## config.mk

```make
export PLATFORM = sky130hd
export DESIGN_NAME = entropy_dispatch_ctrl
export DESIGN_NICKNAME = d
export VERILOG_FILES = /design/src/rtl/entropy_dispatch_ctrl.sv
export SDC_FILE = /design/constraint.sdc
export NUM_CORES = 1
export LEC_CHECK = 0
export BUFFER_PORTS_ARGS = -buffer_cell sky130_fd_sc_hd__buf_2
export CORE_AREA = 2 2 208 210
export DETAILED_ROUTE_END_ITERATION = 8
export DIE_AREA = 0 0 210 212
export PLACE_DENSITY = 0.46
export SYNTH_ARGS = -nofsm -noshare
export SYNTH_HDL_FRONTEND = slang
export SYNTH_SLANG_ARGS = --single-unit
```

## constraint.sdc

```tcl
create_clock -name clk -period 3.5 [get_ports clk]
set_clock_uncertainty 0.1 [all_clocks]
set_input_delay 0.175 -clock clk [delete_from_list [all_inputs] [get_ports clk]]
set_output_delay 0.175 -clock clk [all_outputs]
set_load 0.005 [all_outputs]
```

## src/rtl/entropy_dispatch_ctrl.sv

```systemverilog
// Dispatches checked-noise FIFO words to the seed and raw consumers.
// Handles warm-up discard, seed/raw arbitration and health-failure escalation.
module entropy_dispatch_ctrl #(
  parameter int DATA_W       = 256,
  parameter int WARMUP_WORDS = 4,
  parameter int FAIL_LIMIT   = 4,
  parameter int FAIL_CLEAR   = 16,
  parameter int STARVE_MAX   = 8
) (
  input  logic              clk,
  input  logic              rst,
  input  logic              fifo_empty,
  input  logic              good_entropy,
  input  logic              inter_fail,
  input  logic              perm_fail,
  input  logic [DATA_W-1:0] fifo_rdata,
  output logic              fifo_deque,
  input  logic              debug_mode,
  input  logic              seed_req,
  output logic              seed_ack,
  input  logic              raw_req,
  output logic              raw_ack,
  output logic [DATA_W-1:0] data_out,
  output logic              alarm,
  output logic              lockout,
  output logic [2:0]        fail_count,
  output logic [2:0]        state
);
  typedef enum logic [2:0] {
    IDLE = 3'd0, WARMUP = 3'd1, READY = 3'd2, ISSUE = 3'd3,
    ACK = 3'd4, ALARM = 3'd5, LOCKOUT = 3'd6
  } state_t;

  localparam int WW = $clog2(WARMUP_WORDS + 1);
  localparam int SW = $clog2(STARVE_MAX + 1);
  localparam int CW = $clog2(FAIL_CLEAR + 1);

  state_t            st, st_n;
  logic [WW-1:0]     warm_cnt, warm_n;
  logic [SW-1:0]     starve_cnt, starve_n;
  logic [CW-1:0]     succ_cnt, succ_n;
  logic [2:0]        fail_n, fail_inc;
  logic              grant_raw, grant_n;
  logic [DATA_W-1:0] data_n;
  logic              fail, avail, seed_elig, raw_elig, pick_raw;

  assign fail      = inter_fail | perm_fail;
  assign avail     = !fifo_empty && good_entropy;
  assign seed_elig = seed_req;
  assign raw_elig  = raw_req && debug_mode;
  assign fail_inc  = (fail_count == 3'd7) ? 3'd7 : fail_count + 3'd1;

  always_comb begin
    st_n       = st;
    warm_n     = warm_cnt;
    starve_n   = raw_elig ? starve_cnt : '0;
    succ_n     = succ_cnt;
    fail_n     = fail_count;
    grant_n    = grant_raw;
    data_n     = data_out;
    pick_raw   = 1'b0;
    fifo_deque = 1'b0;
    seed_ack   = 1'b0;
    raw_ack    = 1'b0;
    case (st)
      IDLE: st_n = WARMUP;
      WARMUP: if (avail) begin
        fifo_deque = 1'b1;
        warm_n     = warm_cnt + 1'b1;
        if (warm_cnt == WW'(WARMUP_WORDS - 1)) st_n = READY;
      end
      READY: if (avail && (seed_elig || raw_elig)) begin
        pick_raw = raw_elig && (!seed_elig || starve_cnt == SW'(STARVE_MAX));
        grant_n  = pick_raw;
        st_n     = ISSUE;
        if (pick_raw)      starve_n = '0;
        else if (raw_elig) starve_n = starve_cnt + 1'b1;
      end
      // Hold in ISSUE if the head vanished so an ack always follows a real pop.
      ISSUE: if (!fifo_empty) begin
        fifo_deque = 1'b1;
        data_n     = fifo_rdata;
        st_n       = ACK;
      end
      ACK: begin
        st_n     = READY;
        raw_ack  = grant_raw;
        seed_ack = !grant_raw;
        if (succ_cnt == CW'(FAIL_CLEAR - 1)) begin
          succ_n = '0;
          fail_n = '0;
        end else begin
          succ_n = succ_cnt + 1'b1;
        end
      end
      ALARM: if (!fail && good_entropy) begin
        st_n   = WARMUP;
        warm_n = '0;
      end
      LOCKOUT: ;
      default: st_n = IDLE;
    endcase

    // A new failure episode overrides everything; fails held in ALARM are one episode.
    if (fail && st != LOCKOUT && st != ALARM) begin
      seed_ack = 1'b0;
      raw_ack  = 1'b0;
      succ_n   = '0;
      fail_n   = fail_inc;
      st_n     = (fail_inc >= 3'(FAIL_LIMIT)) ? LOCKOUT : ALARM;
      if (st == WARMUP) begin
        fifo_deque = 1'b0;
        warm_n     = warm_cnt;
      end
      if (st == READY) starve_n = raw_elig ? starve_cnt : '0;
    end

    if (rst) begin
      fifo_deque = 1'b0;
      seed_ack   = 1'b0;
      raw_ack    = 1'b0;
    end
  end

  always_ff @(posedge clk) begin
    if (rst) begin
      st         <= IDLE;
      warm_cnt   <= '0;
      starve_cnt <= '0;
      succ_cnt   <= '0;
      fail_count <= '0;
      grant_raw  <= 1'b0;
      data_out   <= '0;
    end else begin
      st         <= st_n;
      warm_cnt   <= warm_n;
      starve_cnt <= starve_n;
      succ_cnt   <= succ_n;
      fail_count <= fail_n;
      grant_raw  <= grant_n;
      data_out   <= data_n;
    end
  end

  assign alarm   = (st == ALARM);
  assign lockout = (st == LOCKOUT);
  assign state   = st;
endmodule
```

==> flow_summary.toml, run 1 <==
[outcome]
run_status = "finished clean"

[critical_path]
start_kind = "register"
worstPathRequired_ns = 3.22
startpoint = "state[1]"
critPathArrivalTime_ns = 2.60
cp_max_fo = 18
rr_endpoint = "data_out[21]"
crit_cells = 5
cp_top_family = "flip-flops"
cp-endpoint = "raw_ack"
slowest_stage = "dfxtp_1"
critPathBufInv = 1
reg2regPathDepth = 5
max_stage_delay_ns = 0.73
ff2ff_setup_slack_ns = 1.00
path_class = "reg -> out"
r2r_start = "state[0]"
critPathCaptureType = "output pin"
cp_cell_sequence = "xor2_1 -> a21oi_1 -> or2_0 -> nor3_1 -> buf_2"

[drt]
drt-initial-drc-count = 629
totalWireLength_um = 37200
wl_per_cell_um = 14.4
dr.pass1.iters = 4
drc = 0
vias_per_cell = 4.32
vias = 11144
ant_nets = 0

[layout]
nets = 2280
diodes = 0
utilization = 0.394
drive_gt1_frac = 0.297
area_growth_pct = 69.7
num-fill-cells = 4329

[timing]
finalHoldViolations = 0
worst_slew_pin_slew_ns = 0.772
period_minus_slack_ns = 2.87
max_slew_margin = 0.485
rsz0062_at_grt = "false"
max_freq_mhz = 348
tns_ns = 0
setup_violations = 0
maxSlewViolCount = 0
timing.final.crit_share = 0.820

[clock_network]
htreeDepth = 2
post_cts_buffers = 0
numCtsBuffers = 34
clk_latency_ns = 0.52
cts.repair.resized = 0
cts_buffer_depth = 3
clock-sinks = 275
clockRootBuffer = "clkbuf_16"
clk_pin_slew_ns = 0.06
cts_tree = "done"

[synth]
ys_seq_elements = 275
synth_area_leaders = "dfxtp_1, nand2_1, a21oi_1"
syn-num-nets = 1528
syn_avg_cell_area_um2 = 7.85
synthFlopType = "dfxtp_1"
syn_inst = 1257
yosysSeqAreaShare = 0.558
yosysWarningCount = 0
ys_types = 44
synth_top_area_share = 0.558
synth-edff-count = 0
synth_top_cell_by_area = "dfxtp_1"
synth_area_um2 = 9860
ys_async_sr_fraction = 0

[worst_hold_path]
hold_class = "in -> reg"

[floorplanning]
initial_core_util = 0.232
die-area_um2 = 44500
rows = 76
core_area_um2 = 42500
pin_count = 532
die_y_um = 212
die_x_um = 210

[flow_run]
maxCapViolations = 0

[power_and_ir_drop]
cellLeakagePower_uw = 0.00726
irDropWorstVdd_v = 0.000329
p_per_area_nw_per_um2 = 464
finalPower_uw = 7770

[placed_design]
io_buffers = 531
dp_hpwl_um = 24700
place_congestion = 0.788

[global_routing]
grt_max_degree = 136
antenna_found_initial = 0
overflow = 0
grtUsageTotal = 0.157
grt_pass1_wl_um = 56700
grt_pass1_vias = 10929
[worst min path at each step]
stage / from / to / slack (ns) / cells after the start
global route: debug_mode / starve_cnt[3] / 0.07 / 4
global placement: fifo_rdata[142] / data_out[142] / 0.31 / 3
CTS: fifo_empty / state[2] / 0.004 / 5
finish: debug_mode / starve_cnt[2] / 0.06 / 4
floorplan: fifo_rdata[0] / data_out[0] / 0.21 / 2
detailed placement: fifo_rdata[22] / data_out[22] / 0.32 / 3
[metrics by stage]
step / hold slack, ns / cell area (um2) / cells / worst slack, ns
final: 0.0573 / 16700 / 2580 / 0.630
after global routing: 0.0689 / 16700 / 2580 / 0.351
after CTS: 0.00355 / 16700 / 2580 / 0.562
after detailed placement: 0.321 / 13100 / 2260 / 1.04
after global placement: 0.313 / 13100 / 2260 / 1.08
after floorplan: 0.211 / 9860 / 1257 / 1.82
[area by class of cell]
| class | count | area, um2 | area share |
|---|---|---|---|
| Inverter | 9 | 33.8 | 0.00202 |
| Tap cell | 546 | 683 | 0.0408 |
| Sequential cell | 275 | 5510 | 0.329 |
| Multi-Input combinational cell | 880 | 3940 | 0.235 |
| Clock inverter | 7 | 43.8 | 0.00262 |
| Timing Repair Buffer | 809 | 5490 | 0.328 |
| Clock buffer | 54 | 1050 | 0.0627 |
[cells in the mapped netlist, types with 2 or more instances]
master       n
nor2_1      13
nand3b_1     4
o2111ai_1    3
nand4_1      2
nor3_1       5
dfxtp_1    275
o21ai_1      3
nor3b_1      3
ha_1         6
inv_1        9
buf_2       32
nand2_1    522
o21ai_0      3
and3_1       3
xor2_1       2
mux2i_1      2
nand3_1      2
clkbuf_1    59
a221oi_1     3
nor4_1       2
a21oi_1    274
nand2b_1     5
a31oi_1      2
or3_1        2
buf_4        2
[kinds of logic after synthesis]
family,after synthesis,synth area share
AOI/OAI and AO/OA,296,0.155
buffers and inverters,102,0.0436
adders and majority gates,6,0.00761
xor gates and xnor gates,2,0.00178
DFF,275,0.558
muxes,2,0.00203
and+or+nand+nor,574,0.231
[metal layers]
metal	global-route usage	vias to the layer above	wire, um
met5	0	-	0
met4	0.0734	0	1280
met3	0.0418	74	2500
met2	0.277	367	18300
met1	0.178	5112	15100
li1	-	5591	-
[timing repair]
item                                   CTS  global route
endpoints found under the hold margin  259             0
setup endpoints to repair                0             0
hold buffers                           259             0
[state kept, by name, indices dropped and copies added (netlist names)]
register and flops:
starve_cnt 4, grant_raw 1, data_out 256, state 3, succ_cnt 5, fail_count 3, warm_cnt 3
[report_power, final]
part	leakage [uW]	internal (uW)	total [uW]	switching, uW
Combinational	0.00451	519	996	476
Sequential	0.00222	3240	3340	98.2
Clock	0.000532	2060	3430	1370
[layout by cell type, fill, tap and decap left out, drive strengths merged, types with 3 or more instances in the layout]
master and count:
nand2b 5, nor2 13, clkinv 5, o21ai 6, ha 6, dfxtp 275
nor3 5, a221oi 3, inv 9, or2 3, nand2 522, nand3b 4
dlygate4sd3 259, a21oi 274, clkbuf 55, o2111ai 3, nor3b 3, buf 549
nor4 3, and3 3
[worst register-to-register path, cell delays in order (launching register included)]
cell and delay (ns):
dfxtp_1 0.59, nor3b_1 0.44, and2_4 0.50, buf_12 0.43, nand2_1 0.19, a21oi_1 0.16
No activity file was read; power rests on OpenSTA's default activity.
==> run 2, diff against run 1 <==
Settings changed: ABC_AREA set to 1, CORE_AREA 2 2 208 210 to 2 2 210 212, DIE_AREA 0 0 210 212 to 0 0 212 214.
Clock period 3.5 ns to 3 ns, I/O delays scaled along.
==> run 2 against run 1 <==
Synthesized cell count grew 2.0%; setup slack lost 0.076 ns; synthesized area grew 1.1%; die area grew 1.9%; sequential power grew 24%; global-route usage is essentially flat; via count grew 0.54%; critical path depth grew 2; cell count grew 2.6%; first-iteration DRC count shrank 27%; sequential cell count is the same; combinational power grew 63%; largest power group is now sequential cells.
==> flow_summary.toml, run 2 <==
[floorplanning]
pin_count = 532
die_y_um = 214
core_area_um2 = 42900
rows = 76
die-area_um2 = 45400
initial_core_util = 0.232
die_x_um = 212

[drt]
dr.pass1.iters = 5
drc = 0
totalWireLength_um = 37100
vias = 11204
vias_per_cell = 4.23
ant_nets = 0
drt-initial-drc-count = 458
wl_per_cell_um = 14.0

[worst_hold_path]
min_from = "seed_req"
hold_class = "in -> reg"

[layout]
final_area_um2 = 16800
diodes = 0
layoutNonFillerInstCount = 2648
num-fill-cells = 4367
largest_reg_flops = 256
final_cell_mix = "nor2_1, buf_2, dfxtp_1, dlygate4sd3_1, o21ai_0"
final_common_cell = "nor2_1"
utilization = 0.392
nets = 2313
top_regs = "data_out x256, succ_cnt x5, starve_cnt x4"
largest-register = "data_out"
area_growth_pct = 68.7
drive_gt1_frac = 0.294

[synth]
synth_top_area_share = 0.552
synthFlopType = "dfxtp_1"
yosysWarningCount = 0
synth_commonest_cells = "nor2_1, dfxtp_1, o21ai_0, nand2_1, clkbuf_1"
synth_area_um2 = 9970
syn_inst = 1282
syn-num-nets = 1553
ys_seq_elements = 275
yosysSeqAreaShare = 0.552
synth_top_cell_by_area = "dfxtp_1"
synth_area_leaders = "dfxtp_1, nor2_1, o21ai_0"
syn_avg_cell_area_um2 = 7.78
ys_async_sr_fraction = 0
ys_types = 32
synth_most_common_cell = "nor2_1"
synth-edff-count = 0

[global_routing]
grt_pass1_vias = 11447
grt_max_degree = 134
grtUsageTotal = 0.157
antenna_found_initial = 0
grt_pass1_wl_um = 58100
overflow = 0

[timing]
setup_violations = 0
period_minus_slack_ns = 2.45
worst_slew_pin_slew_ns = 0.668
max_slew_margin = 0.555
timing.final.crit_share = 0.815
max_freq_mhz = 409
finalHoldViolations = 0
tns_ns = 0
rsz0062_at_grt = "false"
maxSlewViolCount = 0

[placed_design]
dpl-instance-area_um2 = 13100
io_buffers = 531
placed_cells = 2325
dp_hpwl_um = 24100
place_congestion = 0.768

[critical_path]
ff2ff_setup_slack_ns = 0.90
critPathArrivalTime_ns = 2.20
max_stage_delay_ns = 0.47
r2r_start = "state[2]"
worstPathRequired_ns = 2.75
slowest_stage = "dfxtp_1"
cp_max_fo = 7
path_class = "reg -> out"
critPathCaptureType = "output pin"
cp_cell_sequence = "inv_1 -> nor2_4 -> nand2_1 -> nand3_2 -> nand2_2 -> nor3b_1 -> buf_2"
startpoint = "state[0]"
start_kind = "register"

[clock_network]
clk_pin_slew_ns = 0.06
htreeDepth = 2
clockRootBuffer = "clkbuf_16"
clock-sinks = 275
cts_buffer_depth = 3
clk_latency_ns = 0.52
cts_tree = "done"
numCtsBuffers = 34
post_cts_buffers = 0

[power_and_ir_drop]
finalPower_uw = 9790
cellLeakagePower_uw = 0.00859
p_per_area_nw_per_um2 = 582
irDropWorstVdd_v = 0.000354

[flow_run]
maxCapViolations = 0

[outcome]
run_status = "finished clean"
## run 2: kinds of logic after synthesis
group	Yosys count	synth area share
XOR/XNOR	3	0.00264
adder cells (fa/ha/maj)	6	0.00753
AND/OR/NAND/NOR	609	0.238
flip-flops	275	0.552
buffers and inverters	111	0.0587
AO/OA/AOI/OAI	278	0.141
## run 2: final timing paths
kind,to,cells past startpoint
min reg2reg,succ_cnt[4],2
max,raw_ack,7
min,starve_cnt[3],5
max reg2reg,starve_cnt[2],9
## run 2: power breakdown
part,internal (uW),switching [uW]
Clock,2480,1550
Combinational,779,846
Sequential,3960,177
## run 2: worst max-delay path, delay by kind of cell (launching register included)
family	cells	cell delay, ns
buffers and inverters	2	0.31
flip-flops	1	0.47
AND/OR/NAND/NOR	5	0.89
## run 2: final cells by class
| cell class | count | area [um2] | share of cell area |
|---|---|---|---|
| inverter | 25 | 106 | 0.00632 |
| timing repair buffer | 810 | 5490 | 0.327 |
| clock inverter | 7 | 62.6 | 0.00372 |
| tap | 585 | 732 | 0.0435 |
| sequential | 275 | 5510 | 0.327 |
| multi-input combinational | 896 | 3880 | 0.231 |
| clock buffer | 50 | 1040 | 0.0621 |
## run 2: what timing repair did
action | CTS | global route
hold buffers | 266 | 0
hold endpoints to repair | 266 | 0
gates resized for setup | 0 | 0
## run 2: metal layers
metal	global-route usage	wire [um]	share of wire
met1	0.170	14900	0.40
met2	0.282	18100	0.49
met3	0.0435	2880	0.078
met4	0.0685	1180	0.032
met5	0	0	0
## run 2: per-stage QoR
stage               worst slack, ns  hold slack (ns)
floorplan                      1.49            0.185
finish                        0.554           0.0464
detailed placement            0.963            0.277
CTS                           0.493          0.00340
global route                  0.324           0.0953
global placement               1.03            0.270
